[src/rtl/cpu_memory_pkg.sv]
// Shared types and defaults for the CPU memory stage: FSM encoding, request
// classification and the default bus timeout.
package cpu_memory_pkg;

    localparam int unsigned DEFAULT_TIMEOUT_CYCLES = 255;
    localparam logic [3:0]  SEL_WORD               = 4'hF;

    typedef enum logic [0:0] {
        ST_IDLE     = 1'b0,
        ST_BUS_WAIT = 1'b1
    } state_e;

    typedef enum logic [1:0] {
        REQ_NONE,
        REQ_LOAD,
        REQ_STORE,
        REQ_ILLEGAL
    } req_e;

    function automatic req_e decode_req(input logic rd, input logic wr);
        case ({rd, wr})
            2'b10:   return REQ_LOAD;
            2'b01:   return REQ_STORE;
            2'b11:   return REQ_ILLEGAL;
            default: return REQ_NONE;
        endcase
    endfunction

endpackage

[src/rtl/cpu_memory_if.sv]
// Data-side bus between the memory stage (master) and the data memory (slave).
interface cpu_memory_if;

    logic        cyc;
    logic        stb;
    logic        we;
    logic [31:0] adr;
    logic [3:0]  sel;
    logic [31:0] dat_w;
    logic [31:0] dat_r;
    logic        ack;

    modport master (
        output cyc, stb, we, adr, sel, dat_w,
        input  dat_r, ack
    );

    modport slave (
        input  cyc, stb, we, adr, sel, dat_w,
        output dat_r, ack
    );

endinterface

[src/rtl/cpu_memory.sv]
// CPU memory stage: passes ALU results to writeback, or runs one 32-bit load/store
// on the data bus with a cycle timeout, stalling execute while the access is open.
//
//   state       | meaning
//   ------------+-----------------------------------------------------------
//   ST_IDLE     | no access open; register writeback path, accept requests
//   ST_BUS_WAIT | cyc/stb asserted with latched request, waiting for ack
module cpu_memory
    import cpu_memory_pkg::*;
#(
    parameter int unsigned TIMEOUT_CYCLES = DEFAULT_TIMEOUT_CYCLES
) (
    input  logic                clk_i,
    input  logic                rst_i,
    input  logic [3:0]          register_write_index_i,
    input  logic                register_write_enable_i,
    input  logic                memory_read_enable_i,
    input  logic                memory_write_enable_i,
    input  logic [31:0]         memory_address_i,
    input  logic [31:0]         result_i,
    cpu_memory_if.master        dwb,
    output logic [3:0]          register_write_index_o,
    output logic                register_write_enable_o,
    output logic [31:0]         result_o,
    output logic                stall_o,
    output logic                bus_error_o
);

    localparam int unsigned CNT_W = $clog2(TIMEOUT_CYCLES + 1);

    state_e           state_q;
    state_e           state_d;
    req_e             req;
    logic [CNT_W-1:0] cnt_q;
    logic [31:0]      adr_q;
    logic [31:0]      dat_q;
    logic             we_q;
    logic [3:0]       idx_q;
    logic             timeout;

    assign req = decode_req(memory_read_enable_i, memory_write_enable_i);

    // Remaining-cycles counter: a value of 1 marks the last permitted wait cycle;
    // an ack in that same cycle still completes the transfer.
    assign timeout = (cnt_q == CNT_W'(1)) && !dwb.ack;

    always_ff @(posedge clk_i) begin
        if (rst_i) begin
            state_q <= ST_IDLE;
        end else begin
            state_q <= state_d;
        end
    end

    always_comb begin
        state_d = state_q;
        case (state_q)
            ST_IDLE: begin
                if (req == REQ_LOAD || req == REQ_STORE) begin
                    state_d = ST_BUS_WAIT;
                end
            end
            ST_BUS_WAIT: begin
                if (dwb.ack || timeout) begin
                    state_d = ST_IDLE;
                end
            end
            default: state_d = ST_IDLE;
        endcase
    end

    always_comb begin
        dwb.cyc = 1'b0;
        dwb.stb = 1'b0;
        dwb.we  = 1'b0;
        dwb.sel = 4'h0;
        stall_o = 1'b0;
        case (state_q)
            ST_IDLE: begin
                stall_o = memory_read_enable_i | memory_write_enable_i;
            end
            ST_BUS_WAIT: begin
                dwb.cyc = 1'b1;
                dwb.stb = 1'b1;
                dwb.we  = we_q;
                dwb.sel = SEL_WORD;
                stall_o = !dwb.ack;
            end
            default: ;
        endcase
    end

    assign dwb.adr   = adr_q;
    assign dwb.dat_w = dat_q;

    always_ff @(posedge clk_i) begin
        if (rst_i) begin
            cnt_q                   <= '0;
            adr_q                   <= '0;
            dat_q                   <= '0;
            we_q                    <= 1'b0;
            idx_q                   <= '0;
            register_write_enable_o <= 1'b0;
            register_write_index_o  <= '0;
            result_o                <= '0;
            bus_error_o             <= 1'b0;
        end else begin
            register_write_enable_o <= 1'b0;
            bus_error_o             <= 1'b0;
            case (state_q)
                ST_IDLE: begin
                    case (req)
                        REQ_NONE: begin
                            register_write_enable_o <= register_write_enable_i;
                            register_write_index_o  <= register_write_index_i;
                            result_o                <= result_i;
                        end
                        REQ_LOAD, REQ_STORE: begin
                            adr_q <= memory_address_i;
                            dat_q <= result_i;
                            we_q  <= (req == REQ_STORE);
                            idx_q <= register_write_index_i;
                            cnt_q <= CNT_W'(TIMEOUT_CYCLES);
                        end
                        default: bus_error_o <= 1'b1;
                    endcase
                end
                ST_BUS_WAIT: begin
                    if (dwb.ack) begin
                        cnt_q <= '0;
                        // Loads always write back, whatever the original enable was.
                        if (!we_q) begin
                            register_write_enable_o <= 1'b1;
                            register_write_index_o  <= idx_q;
                            result_o                <= dwb.dat_r;
                        end
                    end else if (timeout) begin
                        cnt_q       <= '0;
                        bus_error_o <= 1'b1;
                    end else begin
                        cnt_q <= cnt_q - CNT_W'(1);
                    end
                end
                default: ;
            endcase
        end
    end

endmodule

[src/flat_wrapper.sv]
// flat-port wrapper written by rule: the top's interface ports become plain ports
module cpu_memory_flat import cpu_memory_pkg::*;
#(
    parameter int unsigned TIMEOUT_CYCLES = DEFAULT_TIMEOUT_CYCLES
)
  (clk_i, rst_i, register_write_index_i, register_write_enable_i, memory_read_enable_i, memory_write_enable_i, memory_address_i, result_i, register_write_index_o, register_write_enable_o, result_o, stall_o, bus_error_o, dwb_cyc, dwb_stb, dwb_we, dwb_adr, dwb_sel, dwb_dat_w, dwb_dat_r, dwb_ack);
  cpu_memory_if dwb_i ();
  input  logic clk_i;
  input  logic rst_i;
  input  logic [3:0] register_write_index_i;
  input  logic register_write_enable_i;
  input  logic memory_read_enable_i;
  input  logic memory_write_enable_i;
  input  logic [31:0] memory_address_i;
  input  logic [31:0] result_i;
  output logic [3:0] register_write_index_o;
  output logic register_write_enable_o;
  output logic [31:0] result_o;
  output logic stall_o;
  output logic bus_error_o;
  output wire logic [$bits(dwb_i.cyc)-1:0] dwb_cyc;
  output wire logic [$bits(dwb_i.stb)-1:0] dwb_stb;
  output wire logic [$bits(dwb_i.we)-1:0] dwb_we;
  output wire logic [$bits(dwb_i.adr)-1:0] dwb_adr;
  output wire logic [$bits(dwb_i.sel)-1:0] dwb_sel;
  output wire logic [$bits(dwb_i.dat_w)-1:0] dwb_dat_w;
  input wire logic [$bits(dwb_i.dat_r)-1:0] dwb_dat_r;
  input wire logic [$bits(dwb_i.ack)-1:0] dwb_ack;
  assign dwb_cyc = dwb_i.cyc;
  assign dwb_stb = dwb_i.stb;
  assign dwb_we = dwb_i.we;
  assign dwb_adr = dwb_i.adr;
  assign dwb_sel = dwb_i.sel;
  assign dwb_dat_w = dwb_i.dat_w;
  assign dwb_i.dat_r = dwb_dat_r;
  assign dwb_i.ack = dwb_ack;
  cpu_memory #(.TIMEOUT_CYCLES(TIMEOUT_CYCLES)) u_core (.clk_i(clk_i), .rst_i(rst_i), .register_write_index_i(register_write_index_i), .register_write_enable_i(register_write_enable_i), .memory_read_enable_i(memory_read_enable_i), .memory_write_enable_i(memory_write_enable_i), .memory_address_i(memory_address_i), .result_i(result_i), .dwb(dwb_i), .register_write_index_o(register_write_index_o), .register_write_enable_o(register_write_enable_o), .result_o(result_o), .stall_o(stall_o), .bus_error_o(bus_error_o));
endmodule
[config.mk]
export PLATFORM = sky130hd
export DESIGN_NAME = cpu_memory_flat
export DESIGN_NICKNAME = d
export VERILOG_FILES = /design/src/rtl/cpu_memory_pkg.sv /design/src/rtl/cpu_memory_if.sv /design/src/rtl/cpu_memory.sv /design/src/flat_wrapper.sv
export SDC_FILE = /design/constraint.sdc
export NUM_CORES = 1
export LEC_CHECK = 0
export CORE_UTILIZATION = 41
export DETAILED_ROUTE_END_ITERATION = 8
export MAX_ROUTING_LAYER = met4
export PLACE_DENSITY = 0.8
export SETUP_SLACK_MARGIN = 0.4
export SYNTH_ARGS = -nofsm -noshare
export SYNTH_HDL_FRONTEND = slang
export SYNTH_SLANG_ARGS = --single-unit
export TNS_END_PERCENT = 10
[constraint.sdc]
create_clock -name clk_i -period 1.7 [get_ports clk_i]
set_input_delay 0.17 -clock clk_i [delete_from_list [all_inputs] [get_ports clk_i]]
set_output_delay 0.17 -clock clk_i [all_outputs]
set_load 0.05 [all_outputs]
== Yosys cells after proc, flatten, opt, wreduce, memory -nomap -nowiden ==
Index checks and enable logic that the tools add are counted.

* Logic and storage cells: 60
* Bits of input ports: 106
* Flip-flop bits (word level): 116
* Output and inout port bits: 110

* Equal/unequal tests: 10
* $add $sub $neg: 1
* Reduce and logical (&&, ||, !) cells: 9
* Bitwise operators: 2
* Mux-type cells: 28

{| class="wikitable"
|+ Operators by type and width
! operator !! number
|-
| two-way mux 32 bit || 3
|-
| one-hot mux 32 bit (2 select lines) || 1
|-
| two-way mux 8 bit || 3
|-
| two-way mux 4 bit || 4
|-
| one-hot mux 8 bit (2 select lines) || 1
|-
| two-way mux 1 bit || 10
|-
| equality test 8 x 1 -> 1 bit, second input constant || 1
|-
| != test 2 bit, second input constant || 4
|-
| one-hot mux 1 bit (2 select lines) || 4
|-
| one-hot mux 4 bit (2 select lines) || 1
|-
| subtractor 8 x 1 -> 8 bit, second input constant || 1
|-
| equality test 2 bit, second input constant || 3
|-
| one-hot mux 2 bit (3 select lines) || 1
|-
| equality test 2 x 1 -> 1 bit, second input constant || 2
|-
| AND reduction 3 bit || 1
|-
| OR reduction 3 bit || 1
|-
| zero test 2 bit || 1
|-
| logical OR 1 bit || 2
|-
| AND reduction 2 bit || 1
|-
| OR reduction 2 bit || 1
|-
| logical AND 1 bit || 1
|-
| zero test 1 bit || 1
|-
| NOT 1 bit || 1
|-
| bitwise OR 1 bit || 1
|}

== Depth between registers and ports, before layout ==
* Depth after elaboration: 6
* Gate-level depth with buffers: 7

== Worst setup path after synthesis ==
Ideal clock, no wire load.

* Kind: register to output
* Start point: reg u_core.state_q
* End point: out stall_o
* Buffers on the path: 1
* Cell stages (with the launch flop): 4
* Arrival: 2.230 ns
* Path slack: -0.700 ns
* Cell sequence: dfxtp_1 buf_4 inv_2 a21boi_0

* Word-level cells in the longest chain between the ends: 2

{| class="wikitable"
|+ Ends and longest elaborated chain
! what !! line !! text
|-
| from (decl) || cpu_memory.sv:31 || <nowiki>state_e state_q;</nowiki>
|-
| from (signal assigned) || cpu_memory.sv:51 || <nowiki>state_q <= state_d;</nowiki>
|-
| NOT 1 bit || cpu_memory.sv:78 || <nowiki>case (state_q)</nowiki>
|-
| one-hot mux 1 bit (2 select lines) (*) || cpu_memory.sv:78 ||
|-
| to (decl) || flat_wrapper.sv:19 || <nowiki>output logic stall_o;</nowiki>
|}

Every way passes the cells marked *; elsewhere a longest branch is shown, timed or not.

== Final worst setup path ==
* Start point: reg u_core.cnt_q[1]
* End point: reg u_core.cnt_q[4]

* Word-level cells in the longest chain between the ends: 5

{| class="wikitable"
|+ Ends and longest elaborated chain
! what !! line !! text
|-
| from (decl) || cpu_memory.sv:34 || <nowiki>logic [CNT_W-1:0] cnt_q;</nowiki>
|-
| from (signal assigned) || cpu_memory.sv:123 || <nowiki>cnt_q <= CNT_W'(TIMEOUT_CYCLES);</nowiki>
|-
| from (signal assigned) || cpu_memory.sv:141 || <nowiki>cnt_q <= cnt_q - CNT_W'(1);</nowiki>
|-
| branches (longest 2 deep; another with subtractor 8 x 1 -> 8 bit) || -- ||
|-
| two-way mux 8 bit (*) || cpu_memory.sv:137 || <nowiki>end else if (timeout) begin</nowiki>
|-
| two-way mux 8 bit (*) || cpu_memory.sv:129 || <nowiki>if (dwb.ack) begin</nowiki>
|-
| one-hot mux 8 bit (2 select lines) (*) || cpu_memory.sv:110 || <nowiki>case (state_q)</nowiki>
|}

Mark *: on every way between the ends.
A chain may end at the register's enable or synchronous reset.

==> impl_metrics.env <==
export IMPL_outcome="completed"
export IMPL_placement_io_buffers=215
export IMPL_hold_class="in -> reg"
export IMPL_r2r_slack_ns=0.1
export IMPL_die_y_um=108.4
export IMPL_drt_first_pass_iters=6
export IMPL_grt_first_pass_wirelength_mm=22.54
export IMPL_static_leakage_power_nw=3.518
export IMPL_finClkSkew_ns=0.005415
export IMPL_placement_cell_area_um2=7118
export IMPL_timing_critical_path_buf_inv=1
export IMPL_synth_seq_cells=116
export IMPL_clockRootBuffer="clkbuf_16"
export IMPL_reg2reg_launch_point="u_core.cnt_q[1]"
export IMPL_mappedNetlistArea_um2=4641
export IMPL_hold_viol=0
export IMPL_cts_sinks=116
export IMPL_initial_core_utilization_pct=42.44
export IMPL_clk_pin_slew_ns=0.06
export IMPL_synth_net_count=656
export IMPL_finalWorstPathRequiredPeriod_ns=1.604
export IMPL_synth_top_area_share_pct=50.04
export IMPL_synth_flop_cell="dfxtp_1"
export IMPL_worstReg2RegEnd="u_core.cnt_q[4]"
export IMPL_setup_viol=0
export IMPL_drv_cap=0
export IMPL_mostFrequentLayoutCells="nand2_1, dfxtp_1, clkdlybuf4s50_1"
export IMPL_route_detailed_drc=0
export IMPL_fp_dieW_um=108.4
export IMPL_endpoint="u_core.cnt_q[4]"
export IMPL_cell_types_with_the_largest_area_share_after_synthesis="dfxtp_1, nand2_1, mux2i_1"
export IMPL_crit_family="compound AO/OA/AOI/OAI gates"
export IMPL_mostFrequentLayoutCell="nand2_1"
export IMPL_num_antenna_cells=0
export IMPL_grt_pass1_vias=4754
export IMPL_globalplace_congestion=0.8597
export IMPL_antenna_left=0
export IMPL_clock_tree_from_tritoncts="done"
export IMPL_routed_wirelength_mm=15.80
export IMPL_vias=4809
export IMPL_crit_path_cell_trace="inv_2, ha_4, nor2b_4, a2111oi_4, a211oi_2, a311oi_1"
export IMPL_drt_vias_per_instance=5.121
export IMPL_syn_mean_instance_area_um2=8.531
export IMPL_insertion_delay_ns=0.41
export IMPL_slowest_delay_ns=0.40
export IMPL_worst_slew_pin_slew_ns=0.5766
export IMPL_rsz0062_at_grt="yes"
export IMPL_die_area_um2=11750
export IMPL_synth_yosys_seq_area_share_pct=50.04
export IMPL_ir_drop_v=0.0006099
export IMPL_dp_hpwl_mm=9.961
export IMPL_finalInstanceArea_um2=8140
export IMPL_worstSetupStartpointType="flop"
export IMPL_worstSetupEndpointType="flop"
export IMPL_timing_critical_path_arrival_ns=1.90
export IMPL_power_density_nw_per_um2=1206
export IMPL_numCtsBuffers=17
export IMPL_place_detailed_instances=876
export IMPL_cts_buffer_depth=2
export IMPL_grt_total_usage_pct=25.64
export IMPL_std_cell_rows=38
export IMPL_stdcell_count=939
export IMPL_synth_distinct_cells=38
export IMPL_drive_above_1_share_pct=21.90
export IMPL_layout_fillers=808
export IMPL_max_slew_margin_pct=61.56
export IMPL_critPathKind="reg -> reg"
export IMPL_grt_start_max_net_pins=53
export IMPL_ys_warnings_count=0
export IMPL_timing_max_transition_violations_final=0
export IMPL_pin_count=216
export IMPL_cts_htree_levels=4
export IMPL_report_power_total_mw=9.814
export IMPL_critical_path_cell_count=6
export IMPL_critical_path_max_fanout=3
export IMPL_grt_overflow=0
export IMPL_fmax_ghz=0.6235
export IMPL_synth_largest_area_cell="dfxtp_1"
export IMPL_worst_ep_required_time_ns=2.00
export IMPL_critPathSlowestCell="a2111oi_4"
export IMPL_wl_per_cell_um=16.83
export IMPL_fp_coreArea_um2=10940
export IMPL_syn2layout_area_growth_pct=75.41
export IMPL_number_of_drc_markers_after_the_initial_detailed_route_iteration=255
export IMPL_synth_edff_count=0
export IMPL_ys_async_sr_fraction_pct=0
export IMPL_ctsHoldBuffers=0
export IMPL_min_period_over_period_pct=94.35
export IMPL_number_of_antenna_violations_at_the_first_check_in_global_routing=0
export IMPL_num_nets_final=898
export IMPL_postSynthCellCount=544
export IMPL_r2r_worst_path_cells=6
export IMPL_setup_worst_path_start="u_core.cnt_q[1]"
## report_power, final
| part | switching [mW] | internal, mW | total, mW |
|---|---|---|---|
| logic | 1.70 | 1.10 | 2.80 |
| clock network | 1.24 | 2.61 | 3.86 |
| registers | 0.166 | 2.99 | 3.15 |
## cell families after synthesis
family | share of synthesized area (%)
DFF | 50.04
and+or+nand+nor | 17.77
muxes | 7.981
buffers and inverters | 4.880
xor gates and xnor gates | 0.1888
AOI/OAI and AO/OA | 17.53
adders and majority gates | 1.618
## per-layer routing
metal / vias to the layer above / track usage [%] / share of wire, %
met5: - / - / 0
met4: 0 / 12.26 / 2.3
met3: 26 / 5.365 / 7.2
met2: 178 / 44.59 / 52
met1: 2270 / 27.83 / 38
li1: 2335 / - / -
## per-stage QoR
stage / setup WS (ns) / setup TNS [ns] / hold slack [ns] / utilization (%)
finish: 0.09609 / 0 / 0.2435 / 74.44
global route: 0.03550 / 0 / 0.2807 / 74.44
CTS: 0.1476 / 0 / 0.2421 / 70.18
detailed placement: -0.1291 / -7.394 / 0.4456 / 65.09
global placement: -0.05847 / -2.469 / 0.4419 / 65.09
floorplan: 0.3131 / 0 / 0.2705 / -
## layout make-up
| cell class | instances | area, um2 | share of cell area, % |
|---|---|---|---|
| repair buffers | 268 | 2670 | 32.80 |
| flip-flops and latches | 116 | 2338 | 28.73 |
| multi-input cells | 377 | 2293 | 28.17 |
| clock buffers | 24 | 493.0 | 6.056 |
| well taps | 140 | 175.2 | 2.152 |
| clock inverters | 8 | 145.1 | 1.783 |
| inverters | 6 | 25.02 | 0.3074 |
## state kept, by name (all words and copies together) (netlist names)
name,cells
u_core.cnt_q,8
u_core.result_o,32
u_core.register_write_enable_o,1
u_core.we_q,1
u_core.state_q,1
u_core.bus_error_o,1
u_core.register_write_index_o,4
u_core.idx_q,4
u_core.dwb.dat_w,32
u_core.dwb.adr,32
## Yosys cell counts, types with 2 or more instances
cell type  number
nand2_1       143
dfxtp_1       116
a21oi_1        71
nor2_1         45
a211oi_1       37
mux2i_1        37
clkbuf_1       31
buf_2           7
buf_4           7
ha_1            6
inv_1           5
nor2b_1         4
or3_1           4
a31oi_1         3
o21ai_0         3
nor3_1          2
o22a_1          2
## timing repair
| action | 4_1_cts | 5_1_grt |
|---|---|---|
| gates resized for setup | 154 | 49 |
| pin swaps | 2 | 19 |
| setup endpoints to repair | 206 | 195 |
| setup buffers | 5 | 21 |
| cloned | 0 | 5 |
## worst min-delay path by stage
| stage | start | to | slack (ns) | depth (start not counted) |
|---|---|---|---|---|
| floorplan | dwb_ack | u_core.cnt_q[7] | 0.27 | 1 |
| global placement | u_core.dwb.dat_w[23] | u_core.dwb.dat_w[23] | 0.44 | 2 |
| detailed placement | u_core.dwb.dat_w[17] | u_core.dwb.dat_w[17] | 0.45 | 2 |
| CTS | rst_i | u_core.cnt_q[1] | 0.24 | 2 |
| global route | rst_i | u_core.register_write_enable_o | 0.28 | 2 |
| finish | rst_i | u_core.dwb.dat_w[24] | 0.24 | 2 |
No activity file was read; power rests on OpenSTA's default activity.
